File: config.mk
export PLATFORM = sky130hd
export DESIGN_NAME = watchdog_heartbeat_gen_flat
export DESIGN_NICKNAME = d
export VERILOG_FILES = /design/src/rtl/watchdog_heartbeat_gen_if.sv /design/src/rtl/watchdog_heartbeat_gen.sv /design/src/flat_wrapper.sv
export SDC_FILE = /design/constraint.sdc
export NUM_CORES = 1
export LEC_CHECK = 0
export ABC_AREA = 1
export CAP_MARGIN = 5
export CORE_ASPECT_RATIO = 2
export CORE_MARGIN = 8
export CORE_UTILIZATION = 35
export DETAILED_ROUTE_END_ITERATION = 7
export GPL_TIMING_DRIVEN = 0
export HOLD_SLACK_MARGIN = 0.15
export SLEW_MARGIN = 20
export SYNTH_ARGS = -nofsm -noshare
export SYNTH_HDL_FRONTEND = slang
export SYNTH_SLANG_ARGS = --single-unit
export TNS_END_PERCENT = 5
File: constraint.sdc
create_clock -name clk -period 2 [get_ports clk]
set_input_delay 0.6 -clock clk [delete_from_list [all_inputs] [get_ports clk]]
set_output_delay 0.6 -clock clk [all_outputs]
set_load 0.03 [all_outputs]
File: src/rtl/watchdog_heartbeat_gen_if.sv
// Heartbeat producer <-> watchdog signal bundle; master drives liveness/control, slave returns heartbeat/status.
// Optional miss-injection signals exist only when HB_MISS_INJECT_EN is defined.
interface watchdog_heartbeat_gen_if;
   logic        enable;
   logic        alive;
   logic        force_reset;
   logic        heartbeat;
   logic [15:0] hb_count;
   logic [1:0]  state;
   logic        stalled;
   logic        recovering;
`ifdef HB_MISS_INJECT_EN
   logic        inject_miss;
   logic [7:0]  miss_len;
   logic        inject_active;

   modport master (output enable, alive, force_reset, inject_miss, miss_len,
                   input  heartbeat, hb_count, state, stalled, recovering, inject_active);
   modport slave  (input  enable, alive, force_reset, inject_miss, miss_len,
                   output heartbeat, hb_count, state, stalled, recovering, inject_active);
`else
   modport master (output enable, alive, force_reset,
                   input  heartbeat, hb_count, state, stalled, recovering);
   modport slave  (input  enable, alive, force_reset,
                   output heartbeat, hb_count, state, stalled, recovering);
`endif
endinterface

File: src/rtl/watchdog_heartbeat_gen.sv
// Liveness-gated heartbeat generator with watchdog recovery hold-off; all outputs registered, 1-cycle latency, no backpressure.
// HB_MISS_INJECT_EN adds suppression of the next miss_len due heartbeats for watchdog fault testing.
module watchdog_heartbeat_gen #(
   parameter int HB_PERIOD      = 16,
   parameter int ALIVE_WINDOW   = 64,
   parameter int RECOVER_CYCLES = 32,
   parameter int CNT_W          = 32
) (
   input  logic                     clk,
   input  logic                     rstn,
   watchdog_heartbeat_gen_if.slave  hb_if
);

   typedef enum logic [1:0] {
      S_IDLE    = 2'd0,
      S_RUN     = 2'd1,
      S_STALL   = 2'd2,
      S_RECOVER = 2'd3
   } state_t;

   localparam logic [CNT_W-1:0] PERIOD_LAST = CNT_W'(HB_PERIOD - 1);
   localparam logic [CNT_W-1:0] ALIVE_LAST  = CNT_W'(ALIVE_WINDOW - 1);
   localparam logic [CNT_W-1:0] REC_LAST    = CNT_W'(RECOVER_CYCLES - 1);

   state_t           r_state;
   logic             r_heartbeat;
   logic             r_stalled;
   logic             r_recovering;
   logic [15:0]      r_hb_count;
   logic [CNT_W-1:0] r_period_cnt;
   logic [CNT_W-1:0] r_alive_cnt;
   logic [CNT_W-1:0] r_rec_cnt;

   logic             w_hb_due;
   logic             w_expire;
   logic             w_suppress;

   function automatic logic [CNT_W-1:0] sat_inc(input logic [CNT_W-1:0] v);
      return (&v) ? v : v + CNT_W'(1);
   endfunction

   assign w_hb_due = (r_period_cnt == PERIOD_LAST);
   assign w_expire = !hb_if.alive && (r_alive_cnt == ALIVE_LAST);

`ifdef HB_MISS_INJECT_EN
   logic       r_inj_prev;
   logic [7:0] r_miss_left;
   logic       w_inj_load;

   assign w_suppress          = (r_miss_left != 8'd0);
   assign w_inj_load          = hb_if.inject_miss && !r_inj_prev && (hb_if.miss_len != 8'd0);
   assign hb_if.inject_active = w_suppress;

   always_ff @(posedge clk or negedge rstn) begin
      if (!rstn) begin
         r_inj_prev  <= 1'b0;
         r_miss_left <= 8'd0;
      end else begin
         r_inj_prev <= hb_if.inject_miss;
         // Pending suppression only survives while the FSM stays in RUN.
         if (!hb_if.enable || hb_if.force_reset || r_state != S_RUN || w_expire) begin
            r_miss_left <= 8'd0;
         end else if (w_inj_load) begin
            r_miss_left <= hb_if.miss_len;
         end else if (w_hb_due && w_suppress) begin
            r_miss_left <= r_miss_left - 8'd1;
         end
      end
   end
`else
   assign w_suppress = 1'b0;
`endif

   always_ff @(posedge clk or negedge rstn) begin
      if (!rstn) begin
         r_state      <= S_IDLE;
         r_heartbeat  <= 1'b0;
         r_stalled    <= 1'b0;
         r_recovering <= 1'b0;
         r_hb_count   <= 16'd0;
         r_period_cnt <= '0;
         r_alive_cnt  <= '0;
         r_rec_cnt    <= '0;
      end else begin
         r_heartbeat <= 1'b0;
         if (r_heartbeat) begin
            r_hb_count <= r_hb_count + 16'd1;
         end
         if (!hb_if.enable) begin
            r_state      <= S_IDLE;
            r_stalled    <= 1'b0;
            r_recovering <= 1'b0;
            r_period_cnt <= '0;
            r_alive_cnt  <= '0;
            r_rec_cnt    <= '0;
         end else if (hb_if.force_reset) begin
            // Any force_reset cycle restarts the recovery hold-off.
            r_state      <= S_RECOVER;
            r_stalled    <= 1'b0;
            r_recovering <= 1'b1;
            r_period_cnt <= '0;
            r_alive_cnt  <= '0;
            r_rec_cnt    <= '0;
         end else begin
            case (r_state)
               S_IDLE: begin
                  r_state      <= S_RUN;
                  r_period_cnt <= '0;
                  r_alive_cnt  <= '0;
               end
               S_RUN: begin
                  if (w_expire) begin
                     r_state      <= S_STALL;
                     r_stalled    <= 1'b1;
                     r_period_cnt <= '0;
                     r_alive_cnt  <= '0;
                  end else begin
                     r_alive_cnt <= hb_if.alive ? '0 : sat_inc(r_alive_cnt);
                     if (w_hb_due) begin
                        r_period_cnt <= '0;
                        r_heartbeat  <= !w_suppress;
                     end else begin
                        r_period_cnt <= sat_inc(r_period_cnt);
                     end
                  end
               end
               S_STALL: begin
                  if (hb_if.alive) begin
                     r_state      <= S_RUN;
                     r_stalled    <= 1'b0;
                     r_period_cnt <= '0;
                     r_alive_cnt  <= '0;
                  end
               end
               S_RECOVER: begin
                  if (r_rec_cnt == REC_LAST) begin
                     r_state      <= S_RUN;
                     r_recovering <= 1'b0;
                     r_rec_cnt    <= '0;
                     r_period_cnt <= '0;
                     r_alive_cnt  <= '0;
                  end else begin
                     r_rec_cnt <= sat_inc(r_rec_cnt);
                  end
               end
               default: r_state <= S_IDLE;
            endcase
         end
      end
   end

   assign hb_if.heartbeat  = r_heartbeat;
   assign hb_if.hb_count   = r_hb_count;
   assign hb_if.state      = r_state;
   assign hb_if.stalled    = r_stalled;
   assign hb_if.recovering = r_recovering;

endmodule

File: src/flat_wrapper.sv
// flat-port wrapper written by rule: the top's interface ports become plain ports
module watchdog_heartbeat_gen_flat 
#(
   parameter int HB_PERIOD      = 16,
   parameter int ALIVE_WINDOW   = 64,
   parameter int RECOVER_CYCLES = 32,
   parameter int CNT_W          = 32
)
  (clk, rstn, hb_if_enable, hb_if_alive, hb_if_force_reset, hb_if_heartbeat, hb_if_hb_count, hb_if_state, hb_if_stalled, hb_if_recovering);
  watchdog_heartbeat_gen_if hb_if_i ();
  input  logic clk;
  input  logic rstn;
  input wire logic [$bits(hb_if_i.enable)-1:0] hb_if_enable;
  input wire logic [$bits(hb_if_i.alive)-1:0] hb_if_alive;
  input wire logic [$bits(hb_if_i.force_reset)-1:0] hb_if_force_reset;
  output wire logic [$bits(hb_if_i.heartbeat)-1:0] hb_if_heartbeat;
  output wire logic [$bits(hb_if_i.hb_count)-1:0] hb_if_hb_count;
  output wire logic [$bits(hb_if_i.state)-1:0] hb_if_state;
  output wire logic [$bits(hb_if_i.stalled)-1:0] hb_if_stalled;
  output wire logic [$bits(hb_if_i.recovering)-1:0] hb_if_recovering;
  assign hb_if_i.enable = hb_if_enable;
  assign hb_if_i.alive = hb_if_alive;
  assign hb_if_i.force_reset = hb_if_force_reset;
  assign hb_if_heartbeat = hb_if_i.heartbeat;
  assign hb_if_hb_count = hb_if_i.hb_count;
  assign hb_if_state = hb_if_i.state;
  assign hb_if_stalled = hb_if_i.stalled;
  assign hb_if_recovering = hb_if_i.recovering;
  watchdog_heartbeat_gen #(.HB_PERIOD(HB_PERIOD), .ALIVE_WINDOW(ALIVE_WINDOW), .RECOVER_CYCLES(RECOVER_CYCLES), .CNT_W(CNT_W)) u_core (.clk(clk), .rstn(rstn), .hb_if(hb_if_i));
endmodule
==> flow_summary_export.csv <==
group,metric,value,unit
worst_setup_path,rrSetupSlack,0.02,ns
place,numPortBuffers,23,
detailed_routing,drt_iter0_drc,389,
sta,hold_viol_final,0,
synth,synth_nets,1298,
worst_setup_path,timing.rr.end,"u_core.r_period_cnt[10]",
worst_setup_path,arrival,1.39,ns
sta,fin_skew,0.0115,ns
finish,utilization,0.436,
power_and_ir_drop,vdd_drop_max,541,uV
floorplanning,ios,26,
grt,grtUsageTotal,0.187,
sta,post-route-min-period,1.99,ns
synth,synth-edff-count,0,
grt,grt_pass1_vias,8260,
clocking,cts_tree,"yes",
synth,synth_warnings,0,
worst_setup_path,crit_type,"reg -> out",
status,status,"finished, final reports clean",
synth,synth_area_leaders,"dfrtp_1, nand2_1, nor2_1",
min_path,worstHoldStart,"hb_if_enable",
worst_setup_path,crit_slowest_cell,"dfrtp_1",
power_and_ir_drop,p_switching,1.53,mW
synth,yosysUniqueCellTypes,39,
power_and_ir_drop,pwr-share-seq,0.404,
finish,final_area,10100,um2
sta,setup_viol,0,
worst_setup_path,cp.required,1.40,ns
floorplanning,fp.dieArea,29200,um2
clocking,cts-root-buf,"clkbuf_16",
detailed_routing,ant_nets,0,
synth,ys_seq_elements,117,
floorplanning,start_util,0.357,
detailed_routing,wl_per_cell,16.4,um
grt,overflow,0,
synth,ys_async_sr_fraction,1.00,
place,dp_cells,1593,
detailed_routing,num_vias,8360,
worst_setup_path,path_delay_family,"flip-flops",
worst_setup_path,worstPathMaxFanout,5,
finish,area_growth,22.1,%
sta,max-slew-margin-rel,0.605,
sta,grt_setup_unrepaired,"true",
clocking,cts_buffers,17,
floorplanning,core,23200,um2
worst_setup_path,path_cells,"dlygate4sd2_1",
clocking,cts_num_sinks,117,
synth,yosysTopAreaCellShare,0.353,
synth,synthCells,1286,
sta,setup_tns,0,ns
detailed_routing,drt_pass1_iterations,6,
synth,syn_avg_cell_area,6.45,um2
power_and_ir_drop,comb_power_share,0.077,
worst_setup_path,crit_path_end_kind,"output pin",
synth,netlist_top_cells_count,"nand2_1, nor2_1, inv_1",
sta,slew_viol_final,0,
finish,finalNonFillerCells,1652,
synth,ys.flop_type,"dfrtp_1",
sta,whs,0.471,ns
detailed_routing,wl,27200,um
clocking,clkSlewWorstSetupHoldPaths,0.06,ns
synth,synthesis.area,8290,um2
clocking,h-tree-depth,4,
power_and_ir_drop,p_sw_frac,0.256,
worst_setup_path,critPathLaunchType,"register",
finish,finalNetCount,1369,
power_and_ir_drop,p_int,4.44,mW
grt,antenna_found_initial,0,
place,hpwl,20600,um
detailed_routing,drc,0,
worst_setup_path,r2r_cells,13,
min_path,hold_path_depth,3,
finish,num_antenna_cells,0,
min_path,holdPathEnd,"u_core.r_rec_cnt[16]",
floorplanning,die_x,125,um
power_and_ir_drop,p_leak,4.90,nW
sta,tightestPinTransition,0.593,ns
detailed_routing,vias_per_cell,5.06,
worst_setup_path,cp.buffers_inverters,1,
worst_setup_path,r2r-start,"u_core.r_alive_cnt[0]",
clocking,cts_buffer_depth,2,
synth,synth_seq_area_share,0.353,
power_and_ir_drop,clkPwrFrac,0.518,
floorplanning,fp-row-count,79,
place,gp_congestion,0.968,
worst_setup_path,cp_slowest_stage_delay,0.50,ns
grt,grt_max_degree,68,
synth,yosysMostFrequentCell,"nand2_1",
min_path,hold_path.class,"in -> reg",
sta,post-route-period-util,0.995,
floorplanning,die_height,234,um
job,drv_cap,0,
finish,drive_gt1_frac,0.147,
synth,yosys.area.top_type,"dfrtp_1",
sta,max_freq,502,MHz
place,place_area,8900,um2
finish,fillers,2373,
power_and_ir_drop,power_density,589,nW/um2
grt,grt_first_pass_wirelength,42800,um
clocking,insertion_delay,0.45,ns
==> kinds of logic after synthesis <==
family                     after synthesis  synth area share
DFF                                    117             0.353
adders and majority gates                7            0.0106
AOI/OAI and AO/OA                       62            0.0380
and+or+nand+nor                        863             0.453
xor gates and xnor gates                47            0.0496
buffers and inverters                  190            0.0958
==> flip-flops by register name, summed over array words and instances, names as in the netlist <==
signal	cells
u_core.hb_if.hb_count	16
u_core.r_period_cnt	32
u_core.hb_if.state	2
u_core.r_rec_cnt	32
u_core.hb_if.heartbeat	1
u_core.hb_if.recovering	1
u_core.r_alive_cnt	32
u_core.hb_if.stalled	1
==> worst max-delay path by stage <==
stage                               to  cells past startpoint  slack, ns                   start
3_5_place_dp    u_core.r_alive_cnt[28]                     10      -0.67       hb_if_force_reset
2_1_floorplan  u_core.r_period_cnt[10]                     12       0.11            hb_if_enable
4_1_cts        u_core.r_period_cnt[30]                     12      -0.15  u_core.r_period_cnt[0]
3_3_place_gp     u_core.r_alive_cnt[2]                      1      -4.62                    rstn
5_1_grt         u_core.r_alive_cnt[28]                     11      -0.06     u_core.r_rec_cnt[1]
6_report                hb_if_state[0]                      1      0.009   u_core.hb_if.state[0]
==> power groups by stage <==
| stage | clock [mW] | sequential, mW | combinational [mW] |
|---|---|---|---|
| floorplan | 0 | 2.46 | 0.188 |
| global placement | 0 | 2.45 | 0.393 |
| detailed placement | 0 | 2.45 | 0.402 |
| CTS | 3.17 | 2.41 | 0.414 |
| global route | 3.26 | 2.41 | 0.501 |
| finish | 3.09 | 2.41 | 0.461 |
==> per-layer routing <==
layer,share of wire,track usage
met3,0.031,0.0336
met5,0,0
met2,0.56,0.364
met1,0.34,0.165
met4,0.072,0.145
==> stage by stage <==
step	total power [mW]	setup slack, ns
global placement	2.84	-4.62
floorplan	2.65	0.114
detailed placement	2.85	-0.673
CTS	5.99	-0.153
global route	6.17	-0.0565
finish	5.96	0.00945
==> layout make-up <==
class	count	area, um2	share of cell area
multi-input combinational	979	4890	0.483
sequential	117	2940	0.291
inverter	162	618	0.0611
timing repair buffer	52	500	0.0494
clock buffer	23	478	0.0472
tap	283	354	0.0350
buffer	28	239	0.0236
clock inverter	8	100	0.00989
==> layout by cell type, fill, tap and decap left out, types with 11 or more instances in the layout <==
master	n
buf_4	32
clkbuf_16	18
dfrtp_1	106
dfrtp_2	11
dlygate4sd2_1	21
inv_1	137
inv_2	20
nand2_1	417
nand2_2	23
nand3_1	107
nand4_1	36
nor2_1	170
nor2_2	12
nor2_4	15
nor3_1	44
o21ai_0	49
xnor2_1	13
xor2_1	34
==> worst register-to-register path: stages (launching register included) <==
cell	delay [ns]
dfrtp_1	0.40
ha_4	0.17
nand3_2	0.10
nor2_4	0.24
inv_4	0.07
nor2_4	0.11
nand3_4	0.10
nand2_2	0.11
nor2_4	0.04
nor2_4	0.14
buf_6	0.17
clkbuf_16	0.17
nand2_2	0.05
nand2_1	0.06
==> repair_timing <==
action | 4_1_cts | 5_1_grt
pin swaps | 3 | 19
hold endpoints to repair | 50 | 0
setup buffers | 0 | 25
hold buffers | 1 | 0
gates cloned | 0 | 2
gates resized for setup | 54 | 84
setup endpoints to repair | 119 | 101
Note: power is estimated with default switching activity, not from simulation.
